$ cat src/rtl/rgb565_pixel_assembler_pkg.sv
// Shared types and constants for the RGB565 pixel assembler.
// Camera bytes arrive high byte first; two bytes make one pixel.
package rgb565_pixel_assembler_pkg;

  typedef enum logic [2:0] {
    S_IDLE    = 3'd0,
    S_WAIT_VS = 3'd1,
    S_VBLANK  = 3'd2,
    S_ACTIVE  = 3'd3,
    S_HOLD    = 3'd4
  } state_t;

  localparam int CTRL_ENABLE = 0;
  localparam int CTRL_SINGLE = 1;
  localparam int CTRL_CLEAR  = 2;

  localparam int STAT_BUSY     = 0;
  localparam int STAT_LINE_ERR = 1;
  localparam int STAT_X_OVF    = 2;
  localparam int STAT_FC_LSB   = 24;
  localparam int FC_W          = 8;

  localparam int BYTE_W = 8;
  localparam int R_W    = 5;
  localparam int G_W    = 6;
  localparam int B_W    = 5;
  localparam int PIX_W  = R_W + G_W + B_W;

endpackage

$ cat src/rtl/rgb565_pixel_assembler_sync_edge_detect.sv
// One-cycle-delayed copy of a clk-synchronous level.
// Rise/fall pulses compare the live level against the copy.
module sync_edge_detect (
  input  logic clk,
  input  logic rst,
  input  logic sig,
  output logic rise,
  output logic fall
);

  logic sig_d;

  // previous-cycle copy of the level
  always_ff @(posedge clk or posedge rst) begin
    if (rst) begin
      sig_d <= 1'b0;
    end else begin
      sig_d <= sig;
    end
  end

  assign rise = sig & ~sig_d;
  assign fall = ~sig & sig_d;

endmodule

$ cat src/rtl/rgb565_pixel_assembler.sv
// Frames the camera byte stream and assembles RGB565 pixels
// with x/y coordinates, frame/line markers and capture control.
module rgb565_pixel_assembler
  import rgb565_pixel_assembler_pkg::*;
#(
  parameter int C_S_AXI_DATA_WIDTH = 32,
  parameter int C_PIXEL_DATA_WIDTH = 16,
  parameter int C_X_WIDTH          = 10,
  parameter int C_Y_WIDTH          = 9
) (
  input  logic                          clk,
  input  logic                          rst,
  input  logic [7:0]                    cam_data,
  input  logic                          cam_sample,
  input  logic                          cam_href,
  input  logic                          cam_vsync,
  input  logic [C_S_AXI_DATA_WIDTH-1:0] register_control,
  output logic [C_S_AXI_DATA_WIDTH-1:0] register_status,
  output logic [C_PIXEL_DATA_WIDTH-1:0] data_out,
  output logic                          pixel_valid,
  output logic [C_X_WIDTH-1:0]          pixel_x,
  output logic [C_Y_WIDTH-1:0]          pixel_y,
  output logic                          frame_start,
  output logic                          line_end,
  output logic                          frame_done
);

  localparam logic [C_X_WIDTH-1:0] X_MAX = '1;
  localparam logic [C_Y_WIDTH-1:0] Y_MAX = '1;

  state_t               state;
  logic                 phase;
  logic [BYTE_W-1:0]    hi_byte;
  logic [C_X_WIDTH-1:0] x_cnt;
  logic [C_Y_WIDTH-1:0] y_cnt;
  logic [FC_W-1:0]      frame_count;
  logic                 line_error;
  logic                 x_overflow;
  logic                 busy;

  logic enable;
  logic single_frame;
  logic clear_status;
  logic href_rise;
  logic href_fall;
  logic vs_rise;
  logic vs_fall;
  logic take_byte;

  logic unused_ctrl;

  assign enable       = register_control[CTRL_ENABLE];
  assign single_frame = register_control[CTRL_SINGLE];
  assign clear_status = register_control[CTRL_CLEAR];
  assign unused_ctrl  = &{1'b0, register_control, href_rise};

  assign take_byte = cam_sample & cam_href;
  assign busy      = (state == S_ACTIVE);

  sync_edge_detect u_href_edge (
    .clk  (clk),
    .rst  (rst),
    .sig  (cam_href),
    .rise (href_rise),
    .fall (href_fall)
  );

  sync_edge_detect u_vsync_edge (
    .clk  (clk),
    .rst  (rst),
    .sig  (cam_vsync),
    .rise (vs_rise),
    .fall (vs_fall)
  );

  // capture FSM, byte assembly, counters and sticky flags
  always_ff @(posedge clk or posedge rst) begin
    if (rst) begin
      state       <= S_IDLE;
      phase       <= 1'b0;
      hi_byte     <= '0;
      x_cnt       <= '0;
      y_cnt       <= '0;
      frame_count <= '0;
      line_error  <= 1'b0;
      x_overflow  <= 1'b0;
      data_out    <= '0;
      pixel_valid <= 1'b0;
      pixel_x     <= '0;
      pixel_y     <= '0;
      frame_start <= 1'b0;
      line_end    <= 1'b0;
      frame_done  <= 1'b0;
    end else begin
      pixel_valid <= 1'b0;
      frame_start <= 1'b0;
      line_end    <= 1'b0;
      frame_done  <= 1'b0;

      // later set assignments in this block override the clear
      if (clear_status) begin
        line_error <= 1'b0;
        x_overflow <= 1'b0;
      end

      if (!enable) begin
        state <= S_IDLE;
        phase <= 1'b0;
        x_cnt <= '0;
        y_cnt <= '0;
      end else begin
        unique case (state)
          S_IDLE: begin
            state <= S_WAIT_VS;
          end
          S_WAIT_VS: begin
            if (cam_vsync) begin
              state <= S_VBLANK;
            end
          end
          S_VBLANK: begin
            if (vs_fall) begin
              state       <= S_ACTIVE;
              frame_start <= 1'b1;
              x_cnt       <= '0;
              y_cnt       <= '0;
              phase       <= 1'b0;
            end
          end
          S_ACTIVE: begin
            if (vs_rise) begin
              if (phase) begin
                line_error <= 1'b1;
              end
              phase       <= 1'b0;
              frame_done  <= 1'b1;
              frame_count <= frame_count + 1'b1;
              state       <= single_frame ? S_HOLD : S_VBLANK;
            end else if (href_fall) begin
              if (phase) begin
                line_error <= 1'b1;
              end
              phase <= 1'b0;
              if (x_cnt != '0) begin
                line_end <= 1'b1;
                x_cnt    <= '0;
                if (y_cnt == Y_MAX) begin
                  x_overflow <= 1'b1;
                end else begin
                  y_cnt <= y_cnt + 1'b1;
                end
              end
            end else if (take_byte) begin
              if (!phase) begin
                hi_byte <= cam_data;
                phase   <= 1'b1;
              end else begin
                data_out    <= {hi_byte, cam_data};
                pixel_valid <= 1'b1;
                pixel_x     <= x_cnt;
                pixel_y     <= y_cnt;
                phase       <= 1'b0;
                if (x_cnt == X_MAX) begin
                  x_overflow <= 1'b1;
                end else begin
                  x_cnt <= x_cnt + 1'b1;
                end
              end
            end
          end
          S_HOLD: begin
            state <= S_HOLD;
          end
          default: begin
            state <= S_IDLE;
          end
        endcase
      end
    end
  end

  // status word assembled from live state
  always_comb begin
    register_status = '0;
    register_status[STAT_FC_LSB +: FC_W] = frame_count;
    register_status[STAT_X_OVF]          = x_overflow;
    register_status[STAT_LINE_ERR]       = line_error;
    register_status[STAT_BUSY]           = busy;
  end

endmodule

$ cat config.mk
export PLATFORM = sky130hd
export DESIGN_NAME = rgb565_pixel_assembler
export DESIGN_NICKNAME = d
export VERILOG_FILES = /design/src/rtl/rgb565_pixel_assembler_pkg.sv /design/src/rtl/rgb565_pixel_assembler_sync_edge_detect.sv /design/src/rtl/rgb565_pixel_assembler.sv
export SDC_FILE = /design/constraint.sdc
export NUM_CORES = 1
export LEC_CHECK = 0
export ABC_AREA = 1
export ABC_CLOCK_PERIOD_IN_PS = 3600
export CAP_MARGIN = 20
export CORE_MARGIN = 10
export CORE_UTILIZATION = 48
export CTS_CLUSTER_DIAMETER = 40
export DETAILED_ROUTE_END_ITERATION = 16
export GPL_TIMING_DRIVEN = 1
export PLACE_DENSITY = 0.81
export SLEW_MARGIN = 30
export SYNTH_ARGS = -nofsm -noshare
export SYNTH_HDL_FRONTEND = slang
export SYNTH_SLANG_ARGS = --single-unit
$ cat constraint.sdc
create_clock -name clk -period 3.6 [get_ports clk]
set_clock_uncertainty 0.05 [all_clocks]
set_input_delay 1.08 -clock clk [delete_from_list [all_inputs] [get_ports clk]]
set_output_delay 1.08 -clock clk [all_outputs]
set_load 0.005 [all_outputs]
==> summary.txt <==
Outcome
  • Status: finished, final reports clean

Placed design
  • Final GP Congestion: 0.911
  • Port bufs: 65
  • Post-detailed-placement half-perimeter wirelength: 6640 um

Route
  • Final routed wire length divided by cell count: 13.7 um
  • Number of vias in the routed layout: 3219
  • Final ANT Viol Nets: 0
  • Initial drt markers: 236
  • Total iterations of the first detailed-routing run: 5
  • Routed Wire Length: 8990 um
  • Per-cell via count in the routed design: 4.91
  • Number of DRC violations after detailed routing: 0

Global route
  • Leftover overflow at the end of global routing: 0
  • Antenna violations before repair: 0
  • Global-route wire length before repair: 15500 um
  • GRT Resource Usage Total: 14.8%
  • Number of global-route vias before repair: 3229
  • Pin count of the biggest net entering global routing: 60

Floorplan
  • Placement Rows: 33
  • Number of ports placed on the die boundary: 116
  • Die width: 111 um
  • DIE AREA: 12300 um^2
  • Initial standard-cell utilization of the core: 48.9%
  • Die Height: 111 um
  • Core footprint: 8130 um^2

STA
  • Share of the clock period used by the worst path after layout: 76.8%
  • Worst Tran Pin Value: 629 ps
  • Minimum clock period after layout: 2770 ps
  • Max-slew violation count: 0
  • Endpoints failing hold: 0
  • Worst relative slew slack: 58.1%
  • Peak clock frequency supported by timing: 0.361 GHz
  • Setup repair after global routing missed its margin: false
  • Final setup vio count: 0
  • Summed negative setup slack over all endpoints: 0 ps

Synthesis
  • Primary flip-flop cell chosen by synthesis mapping: sky130_fd_sc_hd__dfrtp_1
  • Average size of a mapped cell: 8.23 um^2
  • Gate Count Post-Synth: 484
  • Warnings from Yosys: 0
  • Synth cell types: 30
  • Register bit total from synthesis: 82
  • Post-synth EDFFs: 0
  • Synth Cell Area: 3980 um^2
  • Share of the yosys chip area belonging to registers: 51.5%
  • Proportion of register bits with asynchronous set or reset after synthesis: 100%

Job
  • MaxCap Viol Count: 0

Finish
  • Register Area: 2050 um^2
  • N_diodes: 0
  • Total area of multi-input combinational cells: 1550 um^2
  • Fraction of the core area covered by cells at the end of the flow: 59.3%
  • Fraction of layout cells with a size suffix above 1: 6.17%
  • Area growth from synthesis to layout: 21.2%
  • Number of fill cells in the layout: 712
  • Layout Nets: 599

Worst setup path
  • Sequence of cells on the critical path: nor2_2 > buf_4 > clkdlybuf4s50_1
  • Endpoint type of the worst setup path: output port
  • Startpoint type of the worst setup path: flop
  • Category of the most critical setup path: flop to output port
  • Slowest-stage cell, CP: sky130_fd_sc_hd__clkdlybuf4s50_1
  • Worst r2r dst: y_cnt[6]
  • Data arrival at the endpoint of the critical path: 1640 ps
  • Required time of the critical path: 2470 ps
  • Highest fanout seen on the critical path: 9
  • Reg-to-reg slack, setup: 1070 ps
  • Peak per-stage delay on the critical path: 520 ps
  • Startpoint of the lowest-slack register-to-register path: y_cnt[0]
  • Worst-case reg-to-reg path depth: 11

CTS
  • Number of buffers inserted to repair setup after CTS: 0
  • Cell at the root of the clock tree: sky130_fd_sc_hd__clkbuf_8
  • TritonCTS Sinks: 82
  • Count of hold-fix buffers inserted at cts: 0
  • Maximum buffer depth of the clock tree: 2
  • Clock tree from TritonCTS: built
  • Count of cells resized by post-cts repair: 0
  • Later-pin clock latency in the skew report: 350 ps
  • Num CTS Buffers: 9
  • Clk pin slew, worst setup/hold paths: 80 ps
  • # H-tree levels: 3

Min path
  • Source of the worst hold timing path: data_out[14]
  • Hold Path Depth: 2
  • Type of the most critical hold path: flop to flop
  • Worst hold endpoint: data_out[14]

Power
  • Peak supply drop: 208 uV
  • Leakage Power: 0.00232 uW
  • Total power per unit cell area: 473 nW/um^2
[routing by layer]
layer | GRT usage (%) | part of all wire [%] | up-vias
met2 | 24.4 | 48 | 114
met1 | 17.6 | 43 | 1478
met3 | 4.33 | 7.5 | 18
met5 | 0 | 0 | -
met4 | 5.91 | 1.7 | 0
li1 | - | - | 1609
[cells by family (layout without fill, tap and decap cells)]
group	after synthesis	count (layout)	synth area share [%]
AND/OR/NAND/NOR	239	239	25.6
AO/OA/AOI/OAI	60	60	7.92
flip-flops	82	82	51.5
buffers and inverters	89	136	11.5
other	1	21	0.0942
XOR/XNOR	8	8	1.76
adder cells (fa/ha/maj)	5	5	1.57
[cell usage in the layout, fill, tap and decap left out, types with 8 or more instances in the layout]
cell type / netlist / routed
sky130_fd_sc_hd__nand3_1: 25 / 25
sky130_fd_sc_hd__inv_1: 49 / 48
sky130_fd_sc_hd__nor2_1: 35 / 35
sky130_fd_sc_hd__o21ai_1: 21 / 21
sky130_fd_sc_hd__dfrtp_1: 82 / 82
sky130_fd_sc_hd__conb_1: 1 / 21
sky130_fd_sc_hd__nand2_1: 152 / 152
sky130_fd_sc_hd__nand4_1: 8 / 8
sky130_fd_sc_hd__clkdlybuf4s50_1: 0 / 65
sky130_fd_sc_hd__o21ai_0: 34 / 34
sky130_fd_sc_hd__clkbuf_8: 0 / 10
[flip-flops by register name, summed over array words and instances, names as in the netlist, 3 cells and up]
name         flops
x_cnt           10
data_out        16
pixel_x         10
y_cnt            9
pixel_y          9
state            3
hi_byte          8
frame_count      8
[area by class of cell]
cell class,instances,area share (%)
inverter,53,4.15
tap,105,2.72
clock inverter,3,0.882
clock buffer,10,2.85
timing repair buffer,70,14.8
multi-input combinational,333,32.1
sequential,82,42.5
[worst max-delay path by stage]
stage                   startpoint                 end  slack [ps]  cells after the start
3_3_place_gp   register_control[0]          pixel_y[3]         630                     11
6_report                  state[2]  register_status[0]         830                      3
4_1_cts                   state[2]  register_status[0]         820                      3
5_1_grt                   state[2]  register_status[0]         750                      3
3_5_place_dp   register_control[0]         data_out[6]         540                     10
2_1_floorplan                  rst         data_out[0]         360                      1
[power by group]
group	total, uW	switching, uW	internal [uW]	leakage (uW)
clock	634	307	327	0.0000901
combinational	524	299	224	0.00110
sequential	1120	83.4	1040	0.00113
[worst max-delay path: cells and delay by family (launching register included)]
kind,cells,cell delay [ps]
buf+inv,2,700
simple gates,1,130
flops,1,460
[synth_stat cells (2+ instances only)]
cell type                  instances  share of area, %
sky130_fd_sc_hd__nor2_2            4              0.63
sky130_fd_sc_hd__o21ai_1          21               2.6
sky130_fd_sc_hd__xnor2_1           4              0.88
sky130_fd_sc_hd__nand2_1         152                14
sky130_fd_sc_hd__buf_6             3              0.85
sky130_fd_sc_hd__nand3b_1          3              0.57
sky130_fd_sc_hd__nand2_4           2              0.57
sky130_fd_sc_hd__buf_4            25               4.7
sky130_fd_sc_hd__o21ai_0          34               4.3
sky130_fd_sc_hd__buf_2             5              0.63
sky130_fd_sc_hd__nand3_1          25               3.1
sky130_fd_sc_hd__nor3_1            4              0.50
sky130_fd_sc_hd__dfrtp_1          82                52
sky130_fd_sc_hd__nand4_1           8               1.3
sky130_fd_sc_hd__inv_2             4              0.38
sky130_fd_sc_hd__inv_1            49               4.6
sky130_fd_sc_hd__clkbuf_1          3              0.28
sky130_fd_sc_hd__nor2_4            3              0.85
sky130_fd_sc_hd__xor2_1            4              0.88
sky130_fd_sc_hd__nor2_1           35               3.3
sky130_fd_sc_hd__ha_1              5               1.6
[per-stage QoR]
stage / instances / total power [uW] / instance area [um^2] / hold WS [ps] / setup slack, ps
2_1_floorplan: 504 / 1460 / 4060 / 399 / 362
3_3_place_gp: 643 / 1640 / 4640 / 404 / 628
3_5_place_dp: 643 / 1670 / 4640 / 414 / 542
4_1_cts: 656 / 2310 / 4820 / 431 / 816
5_1_grt: 656 / 2430 / 4820 / 450 / 751
6_report: 656 / 2280 / 4820 / 427 / 834
Power figures use the tool's default switching activity.
